$ cat src/rtl/instr_exec_seq.sv
// Execution sequencer: walks a wrapping range of instruction-register locations and
// executes each word. Define INSTR_EXEC_DIV_EN to build the iterative DIV/MOD unit.
module instr_exec_seq #(
    parameter int ADDR_W = 5,
    parameter int OP_W   = 32,
    parameter int RES_W  = 64
) (
    input  logic                  clk,
    input  logic                  reset_n,
    input  logic                  start,
    input  logic [ADDR_W-1:0]     start_addr,
    input  logic [5:0]            count,
    output logic [ADDR_W-1:0]     read_pointer,
    input  logic [2*OP_W+2:0]     instruction_word,
    output logic                  res_valid,
    input  logic                  res_ready,
    output logic [RES_W-1:0]      res_data,
    output logic [ADDR_W-1:0]     res_addr,
    output logic [2:0]            res_opc,
    output logic                  res_err,
    output logic                  busy,
    output logic                  done
);

    typedef enum logic [2:0] {
        S_IDLE   = 3'd0,
        S_FETCH  = 3'd1,
        S_DECODE = 3'd2,
        S_EXEC   = 3'd3,
        S_DIV    = 3'd4,
        S_OUT    = 3'd5
    } state_t;

    localparam logic [2:0] OPC_ZERO  = 3'd0;
    localparam logic [2:0] OPC_PASSA = 3'd1;
    localparam logic [2:0] OPC_PASSB = 3'd2;
    localparam logic [2:0] OPC_ADD   = 3'd3;
    localparam logic [2:0] OPC_SUB   = 3'd4;
    localparam logic [2:0] OPC_MULT  = 3'd5;
    localparam logic [2:0] OPC_DIV   = 3'd6;
    localparam logic [2:0] OPC_MOD   = 3'd7;
    localparam logic [5:0] MAX_CNT   = 6'd32;

    function automatic logic [RES_W-1:0] sext(input logic [OP_W-1:0] v);
        return {{(RES_W-OP_W){v[OP_W-1]}}, v};
    endfunction

    state_t              state_r, state_s;
    logic [ADDR_W-1:0]   rd_ptr_r, rd_ptr_s;
    logic [5:0]          remaining_r, remaining_s;
    logic [2:0]          opc_r, opc_s;
    logic [OP_W-1:0]     a_r, a_s, b_r, b_s;
    logic                res_valid_r, res_valid_s;
    logic [RES_W-1:0]    res_data_r, res_data_s;
    logic [ADDR_W-1:0]   res_addr_r, res_addr_s;
    logic [2:0]          res_opc_r, res_opc_s;
    logic                res_err_r, res_err_s;
    logic                busy_r, busy_s;
    logic                done_r, done_s;

    logic [2:0]          dec_opc_s;
    logic [OP_W-1:0]     dec_a_s, dec_b_s;
    logic [RES_W-1:0]    a_ext_s, b_ext_s;
    logic [RES_W-1:0]    exec_data_s;
    logic                exec_err_s;

    assign dec_opc_s = instruction_word[2*OP_W+2 -: 3];
    assign dec_a_s   = instruction_word[2*OP_W-1 -: OP_W];
    assign dec_b_s   = instruction_word[OP_W-1:0];
    assign a_ext_s   = sext(a_r);
    assign b_ext_s   = sext(b_r);

`ifdef INSTR_EXEC_DIV_EN
    localparam int CNT_W = $clog2(OP_W);

    function automatic logic [OP_W-1:0] mag(input logic [OP_W-1:0] v);
        return v[OP_W-1] ? ((~v) + OP_W'(1)) : v;
    endfunction

    function automatic logic [RES_W-1:0] sneg(input logic [RES_W-1:0] v, input logic neg);
        return neg ? ((~v) + RES_W'(1)) : v;
    endfunction

    logic [OP_W-1:0]     div_quo_r, div_quo_s;
    logic [OP_W-1:0]     div_rem_r, div_rem_s;
    logic [OP_W-1:0]     div_den_r, div_den_s;
    logic [CNT_W-1:0]    div_cnt_r, div_cnt_s;
    logic [OP_W:0]       rem_shift_s;
    logic                trial_ok_s;
    logic [OP_W-1:0]     rem_sub_s;
    logic [RES_W-1:0]    q_ext_s, r_ext_s;

    // Remainder is always below the divisor, so the trial subtraction fits in OP_W bits.
    assign rem_shift_s = {div_rem_r, div_quo_r[OP_W-1]};
    assign trial_ok_s  = (rem_shift_s >= {1'b0, div_den_r});
    assign rem_sub_s   = rem_shift_s[OP_W-1:0] - div_den_r;
    assign q_ext_s     = {{(RES_W-OP_W){1'b0}}, div_quo_r};
    assign r_ext_s     = {{(RES_W-OP_W){1'b0}}, div_rem_r};
`endif

    // Result computation for the EXEC state.
    always_comb begin
        exec_data_s = '0;
        exec_err_s  = 1'b0;
        case (opc_r)
            OPC_ZERO:  exec_data_s = '0;
            OPC_PASSA: exec_data_s = a_ext_s;
            OPC_PASSB: exec_data_s = b_ext_s;
            OPC_ADD:   exec_data_s = a_ext_s + b_ext_s;
            OPC_SUB:   exec_data_s = a_ext_s - b_ext_s;
            OPC_MULT:  exec_data_s = a_ext_s * b_ext_s;
            OPC_DIV, OPC_MOD: begin
`ifdef INSTR_EXEC_DIV_EN
                if (b_r == '0) begin
                    exec_data_s = '0;
                    exec_err_s  = 1'b1;
                end else if (opc_r == OPC_DIV) begin
                    exec_data_s = sneg(q_ext_s, a_r[OP_W-1] ^ b_r[OP_W-1]);
                end else begin
                    exec_data_s = sneg(r_ext_s, a_r[OP_W-1]);
                end
`else
                exec_data_s = '0;
                exec_err_s  = 1'b1;
`endif
            end
            default: begin
                exec_data_s = '0;
                exec_err_s  = 1'b0;
            end
        endcase
    end

    // Next-state and next-register logic for the sequencer.
    always_comb begin
        state_s     = state_r;
        rd_ptr_s    = rd_ptr_r;
        remaining_s = remaining_r;
        opc_s       = opc_r;
        a_s         = a_r;
        b_s         = b_r;
        res_valid_s = res_valid_r;
        res_data_s  = res_data_r;
        res_addr_s  = res_addr_r;
        res_opc_s   = res_opc_r;
        res_err_s   = res_err_r;
        busy_s      = busy_r;
        done_s      = 1'b0;
`ifdef INSTR_EXEC_DIV_EN
        div_quo_s   = div_quo_r;
        div_rem_s   = div_rem_r;
        div_den_s   = div_den_r;
        div_cnt_s   = div_cnt_r;
`endif
        case (state_r)
            S_IDLE: begin
                if (start) begin
                    if (count == 6'd0) begin
                        done_s = 1'b1;
                    end else begin
                        state_s     = S_FETCH;
                        rd_ptr_s    = start_addr;
                        remaining_s = (count > MAX_CNT) ? MAX_CNT : count;
                        busy_s      = 1'b1;
                    end
                end else begin
                    state_s = S_IDLE;
                end
            end
            S_FETCH: state_s = S_DECODE;
            S_DECODE: begin
                opc_s = dec_opc_s;
                a_s   = dec_a_s;
                b_s   = dec_b_s;
`ifdef INSTR_EXEC_DIV_EN
                if (((dec_opc_s == OPC_DIV) || (dec_opc_s == OPC_MOD)) && (dec_b_s != '0)) begin
                    state_s   = S_DIV;
                    div_quo_s = mag(dec_a_s);
                    div_rem_s = '0;
                    div_den_s = mag(dec_b_s);
                    div_cnt_s = '0;
                end else begin
                    state_s = S_EXEC;
                end
`else
                state_s = S_EXEC;
`endif
            end
            S_DIV: begin
`ifdef INSTR_EXEC_DIV_EN
                div_rem_s = trial_ok_s ? rem_sub_s : rem_shift_s[OP_W-1:0];
                div_quo_s = {div_quo_r[OP_W-2:0], trial_ok_s};
                div_cnt_s = div_cnt_r + CNT_W'(1);
                if (div_cnt_r == CNT_W'(OP_W-1)) begin
                    state_s = S_EXEC;
                end else begin
                    state_s = S_DIV;
                end
`else
                state_s = S_IDLE;
`endif
            end
            S_EXEC: begin
                res_data_s  = exec_data_s;
                res_err_s   = exec_err_s;
                res_addr_s  = rd_ptr_r;
                res_opc_s   = opc_r;
                res_valid_s = 1'b1;
                state_s     = S_OUT;
            end
            S_OUT: begin
                if (res_ready) begin
                    res_valid_s = 1'b0;
                    remaining_s = remaining_r - 6'd1;
                    if (remaining_r != 6'd1) begin
                        rd_ptr_s = rd_ptr_r + ADDR_W'(1);
                        state_s  = S_FETCH;
                    end else begin
                        busy_s  = 1'b0;
                        done_s  = 1'b1;
                        state_s = S_IDLE;
                    end
                end else begin
                    state_s = S_OUT;
                end
            end
            default: state_s = S_IDLE;
        endcase
    end

    // FSM state register.
    always_ff @(posedge clk or negedge reset_n) begin
        if (!reset_n) begin
            state_r <= S_IDLE;
        end else begin
            state_r <= state_s;
        end
    end

    // Datapath and output registers.
    always_ff @(posedge clk or negedge reset_n) begin
        if (!reset_n) begin
            rd_ptr_r    <= '0;
            remaining_r <= 6'd0;
            opc_r       <= 3'd0;
            a_r         <= '0;
            b_r         <= '0;
            res_valid_r <= 1'b0;
            res_data_r  <= '0;
            res_addr_r  <= '0;
            res_opc_r   <= 3'd0;
            res_err_r   <= 1'b0;
            busy_r      <= 1'b0;
            done_r      <= 1'b0;
        end else begin
            rd_ptr_r    <= rd_ptr_s;
            remaining_r <= remaining_s;
            opc_r       <= opc_s;
            a_r         <= a_s;
            b_r         <= b_s;
            res_valid_r <= res_valid_s;
            res_data_r  <= res_data_s;
            res_addr_r  <= res_addr_s;
            res_opc_r   <= res_opc_s;
            res_err_r   <= res_err_s;
            busy_r      <= busy_s;
            done_r      <= done_s;
        end
    end

`ifdef INSTR_EXEC_DIV_EN
    // Divider working registers.
    always_ff @(posedge clk or negedge reset_n) begin
        if (!reset_n) begin
            div_quo_r <= '0;
            div_rem_r <= '0;
            div_den_r <= '0;
            div_cnt_r <= '0;
        end else begin
            div_quo_r <= div_quo_s;
            div_rem_r <= div_rem_s;
            div_den_r <= div_den_s;
            div_cnt_r <= div_cnt_s;
        end
    end
`endif

    assign read_pointer = rd_ptr_r;
    assign res_valid    = res_valid_r;
    assign res_data     = res_data_r;
    assign res_addr     = res_addr_r;
    assign res_opc      = res_opc_r;
    assign res_err      = res_err_r;
    assign busy         = busy_r;
    assign done         = done_r;

endmodule
$ cat config.mk
export PLATFORM = sky130hd
export DESIGN_NAME = instr_exec_seq
export DESIGN_NICKNAME = d
export VERILOG_FILES = /design/src/rtl/instr_exec_seq.sv
export SDC_FILE = /design/constraint.sdc
export NUM_CORES = 2
export LEC_CHECK = 0
export CAP_MARGIN = 5
export CORE_UTILIZATION = 50
export CTS_BUF_LIST = sky130_fd_sc_hd__clkbuf_4 sky130_fd_sc_hd__clkbuf_8 sky130_fd_sc_hd__clkbuf_16
export CTS_CLUSTER_SIZE = 40
export DETAILED_ROUTE_END_ITERATION = 8
export PLACE_DENSITY = 0.67
export SYNTH_ARGS = -nofsm -noshare
export SYNTH_HDL_FRONTEND = slang
export SYNTH_SLANG_ARGS = --single-unit
$ cat constraint.sdc
create_clock -name clk -period 16.3 [get_ports clk]
set_input_delay 4.075 -clock clk [delete_from_list [all_inputs] [get_ports clk]]
set_output_delay 4.075 -clock clk [all_outputs]
set_load 0.005 [all_outputs]
Yosys cells after proc, flatten, opt, wreduce, memory -nomap -nowiden
Cells that the tools add are included.
- reductions and logical operators: 11
- multiplexer cells: 29
- $mul: 1
- $lt $le $gt $ge: 1
- $add $sub $neg: 4
- equality and inequality tests: 18
- operator list (operator ; number):
    $pmux W64 S6 ; 1
    $mul A32 B32 Y64 ; 1
    $add A32 B32 Y33 ; 1
    $sub A32 B32 Y33 ; 1
    $mux W6 ; 4
    $mux W5 ; 4
    $eq A3 B3 Y1 const B ; 5
    $pmux W3 S5 ; 1
    $eq A3 B2 Y1 const B ; 4
    $pmux W6 S2 ; 1
    $mux W1 ; 11
    $ne A2 B2 Y1 const B ; 5
    $pmux W5 S2 ; 1
    $reduce_and A5 Y1 ; 2
    $mux W3 ; 3
    $eq A3 B1 Y1 const B ; 2
    $gt A6 B6 Y1 const B ; 1
    $logic_not A3 Y1 ; 2
    $logic_not A6 Y1 ; 1
    $ne A6 B1 Y1 const B ; 1
    $pmux W1 S2 ; 3
    $sub A6 B1 Y6 const B ; 1
    $add A5 B1 Y5 const B ; 1
    $reduce_and A4 Y1 ; 1
    other kinds (5) ; 6
- logic and storage cells: 77
- input bits: 82
- register bits: 157

Longest topological paths before layout
- depth after elaboration: 5
- depth in mapped cells: 30
- gate-level depth less buffers: 27

Worst setup path after synthesis
OpenSTA, ideal clock, no wires.
- path type: register to register
- from: reg a_r[31]
- to: reg res_data_r[61] (netlist: res_data[61])
- period minus slack after synthesis: 8143 ps
- arrival: 8014 ps
- stages on the path, launching flop included: 30
- data required time: 16172 ps
- setup time: 128 ps
- setup slack: 8157 ps
- cell sequence: dfrtp_1 -> clkbuf_1 -> buf_1 -> nand2_1 -> inv_1 -> fa_1 -> inv_1 -> fa_1 -> inv_1 -> fa_1 -> fa_1 -> inv_1 -> fa_1 -> inv_1 -> fa_1 -> inv_1 -> fa_1 -> inv_1 -> fa_1 -> ha_1 -> a21oi_1 -> o2111ai_1 -> a311oi_1 -> nor2_1 -> nor3_1 -> a211oi_1 -> a211oi_1 -> o21ai_0 -> mux2i_1 -> o21ai_0
- word-level cells in the longest chain between the ends: 2
- elaborated cells on any way between the ends: 4
- classes of those cells: 2 x add/sub; 1 x mul; 1 x mux
- ends and longest elaborated chain (element ; line ; source):
    from (decl) ; 52 ; logic [OP_W-1:0] a_r, a_s, b_r, b_s;
    from (signal assigned) ; 259 ; a_r <= a_s;
    $mul A32 B32 Y64, or another cell as far along ; 111 ; OPC_MULT: exec_data_s = a_ext_s * b_ext_s;
    $pmux W64 S6 (*) ; 105 ; case (opc_r)
    to (signal assigned) ; 262 ; res_data_r <= res_data_s;
    to (decl) ; 54 ; logic [RES_W-1:0] res_data_r, res_data_s;
Mark *: on every way between the ends. The rest lies on a longest branch, timed or not.
A chain may end at the register's enable or synchronous reset.

Final worst setup path
- from: reg b_r[14]
- to: reg res_data_r[60] (netlist: res_data[60])
- word-level cells in the longest chain between the ends: 2
- elaborated cells on any way between the ends: 4
- classes of those cells: 2 x add/sub; 1 x mul; 1 x mux
- ends and longest elaborated chain (element ; line ; source):
    from (decl) ; 52 ;
    from (signal assigned) ; 260 ; b_r <= b_s;
    $mul A32 B32 Y64, or another cell as far along ; 111 ;
    $pmux W64 S6 (*) ; 105 ;
Marked as above.

==> impl_metrics.csv <==
group,metric,value,unit
cts,cts_tree,"done",
synthesis,netlist_top_cells_count,"1,084 x fa_1, 1,035 x inv_1, 650 x nand2_1",
synthesis,synth_top_area_share,46.7,%
job,drv_cap,0,
min_path,min_to,"res_opc[2]",
synthesis,synth_enable_flop_cells,0,
cells_and_area,diodes,0,
place,placed_cell_area,49100,sq um
min_path,whs_path_depth,2,
synthesis,synth_area_leaders,"fa_1 47%, dfrtp_1 8.5%, inv_1 8.4%, ha_1 6.8%, and2_1 6.5%",
synthesis,synth_fp_nets,6520,
synthesis,synth.distinct_cells,89,
global_route,grt_pass1_wl,228000,microns
synthesis,ys_seq_area_share,8.46,%
status,status,"finished, final reports clean",
place,gp_congestion,1.00,
global_route,gr-total-overflow,0,
min_path,min_path_type,"reg -> reg",
critical_path,worst_r2r_path_depth,25,
die,design.portCount,163,
die,die_x,307,microns
cells_and_area,finalInstanceArea,49700,sq um
cts,ctsResizeCount,0,
cts,clockBufferDepth,2,
cts,htreeDepth,4,
timing,tightest_slew,1.25,ns
synthesis,synthFlopType,"dfrtp_1",
critical_path,reg2reg_from,"b_r[14]",
critical_path,worstSetupPathType,"reg -> reg",
cells_and_area,utilization,54.2,%
critical_path,arrival,10.02,ns
place,port_buffers,162,
cts,clk_latency,0.51,ns
cells_and_area,fill_cells,8444,
synthesis,netlist_area,46400,sq um
critical_path,critPathLaunchType,"register",
die,die-height,307,microns
detailed_routing,drt-pass1-iter-count,5,
timing,post-route-period-util,59.3,%
cts,postCtsHoldBufs,0,
detailed_routing,via_count,36100,
global_route,grt_util_all_layers,32.0,%
detailed_routing,wl_per_cell,22.6,microns
cells_and_area,multi_input_area,37500,sq um
timing,rsz0062_at_grt,"no",
timing,final_max_slew_viol_count,0,
synthesis,ys_ff_latch,157,
critical_path,cp_max_fo,18,
timing,hold_viol,0,
critical_path,required,16.66,ns
cts,clkSinkCount,157,
timing,finClkSkew,0.0279,ns
synthesis,avgSynthCellArea,9.10,sq um
detailed_routing,ant_nets,0,
timing,min_period,9.66,ns
critical_path,timing.rr.end,"res_data[60]",
die,std_cell_rows,111,
synthesis,yosysMostFrequentCell,"fa_1",
die,start_util,50.6,%
timing,slew_headroom,16.7,%
timing,finalSetupViolations,0,
synthesis,yosys_warnings,0,
synthesis,syn_inst,5102,
cells_and_area,fin_cells,6334,
detailed_routing,postRouteWirelength,143000,microns
cts,cts.clk_slew.worst_paths,0.09,ns
min_path,hp-start,"res_opc[2]",
timing,fmax,103,MHz
cts,numCtsBuffers,17,
cts,cts-root-buf,"clkbuf_16",
cells_and_area,drive_above_1_share,3.81,%
die,core,91800,sq um
detailed_routing,via_per_inst,5.70,
cells_and_area,fin_nets,6496,
critical_path,regToRegSetupSlack,6.64,ns
detailed_routing,drc,0,
cts,cts_setup_buffers,0,
cells_and_area,syn_to_final_growth,7.14,%
cells_and_area,register_area,3940,sq um
global_route,grt_pass1_vias,38800,
critical_path,crit_path_end_kind,"register",
timing,tns,0,ns
detailed_routing,drt_iter0_markers,2525,
global_route,antenna_found_initial,5,
synthesis,synth_top_area_cell,"fa_1",
synthesis,async_reset_ff_share,100,%
place,hpwl,112000,microns
global_route,grt_max_degree,71,
die,die_area,94100,sq um
place,dp_cells,6302,
how the worst max path moves through the flow:
stage,startpoint,endpoint,slack (ns),depth (start not counted)
after floorplan,a_r[31],res_data[61],8.16,29
after global placement,b_r[14],res_data[60],6.69,25
after detailed placement,b_r[14],res_data[60],6.76,25
after CTS,b_r[14],res_data[60],6.68,25
after global routing,b_r[14],res_data[60],6.21,25
final,b_r[14],res_data[60],6.64,25
critical path, stage by stage, from the launching register on:
cell and delay (ns):
dfrtp_1 0.87, buf_4 0.39, inv_1 0.25, nor2_1 0.46, fa_1 0.52, inv_1 0.20
fa_1 0.49, fa_1 0.84, inv_1 0.27, fa_1 0.51, fa_1 0.52, fa_1 0.50
inv_1 0.06, fa_1 0.47, inv_1 0.05, fa_1 0.46, ha_1 0.41, a21o_1 0.18
a21o_1 0.12, nand3_1 0.18, nor4_1 0.50, o21ai_0 0.44, nand2_1 0.23, a31oi_1 0.15
o21ai_0 0.27, o221ai_1 0.16
layer usage:
layer	routed length, microns	global-route usage, %	share of wire [%]
met1	57400	42.7	40
met3	11300	5.30	7.9
met5	27	0	0.019
met4	6040	12.2	4.2
met2	68400	52.3	48
area by class of cell:
type	count	area share, %
multi-input combinational	3617	75.3
sequential	157	7.92
inverter	1040	7.85
timing repair buffer	245	4.52
tap	1243	3.13
clock buffer	17	0.855
clock inverter	15	0.397
layout by cell type, fill, tap and decap left out, types with 150 or more instances in the layout:
cell and count:
and2_1 478, inv_1 1035, ha_1 252, nand2_1 650
fa_1 1084, dfrtp_1 150, a21oi_1 189, nor2_1 203
clkdlybuf4s50_1 161, o21ai_0 169
stage by stage:
step	hold slack [ns]	setup WS, ns
final	0.486	6.64
after global placement	0.460	6.69
after detailed placement	0.467	6.76
after global routing	0.505	6.21
after CTS	0.486	6.68
after floorplan	0.469	8.16
state kept, by name, summed over array words and instances (netlist names):
signal	flops
res_data	64
a_r	32
b_r	32
remaining_r	6
read_pointer	5
res_addr	5
opc_r	3
res_opc	3
state_r	3
busy	1
done	1
res_err	1
res_valid	1
kinds of logic (layout without fill, tap and decap cells):
kind of cell	count (synthesis)	in the layout	share of synthesized area [%]
XOR/XNOR	72	72	1.36
multiplexers	45	45	1.06
adder cells (fa/ha/maj)	1336	1336	53.5
buffers and inverters	1328	1317	10.9
AO/OA/AOI/OAI	649	649	8.98
AND/OR/NAND/NOR	1515	1515	15.7
flip-flops	157	157	8.46
Power is left out: the tool's default activity adds up to more than one toggle a clock period on the data nets, which glitch-free logic cannot reach.
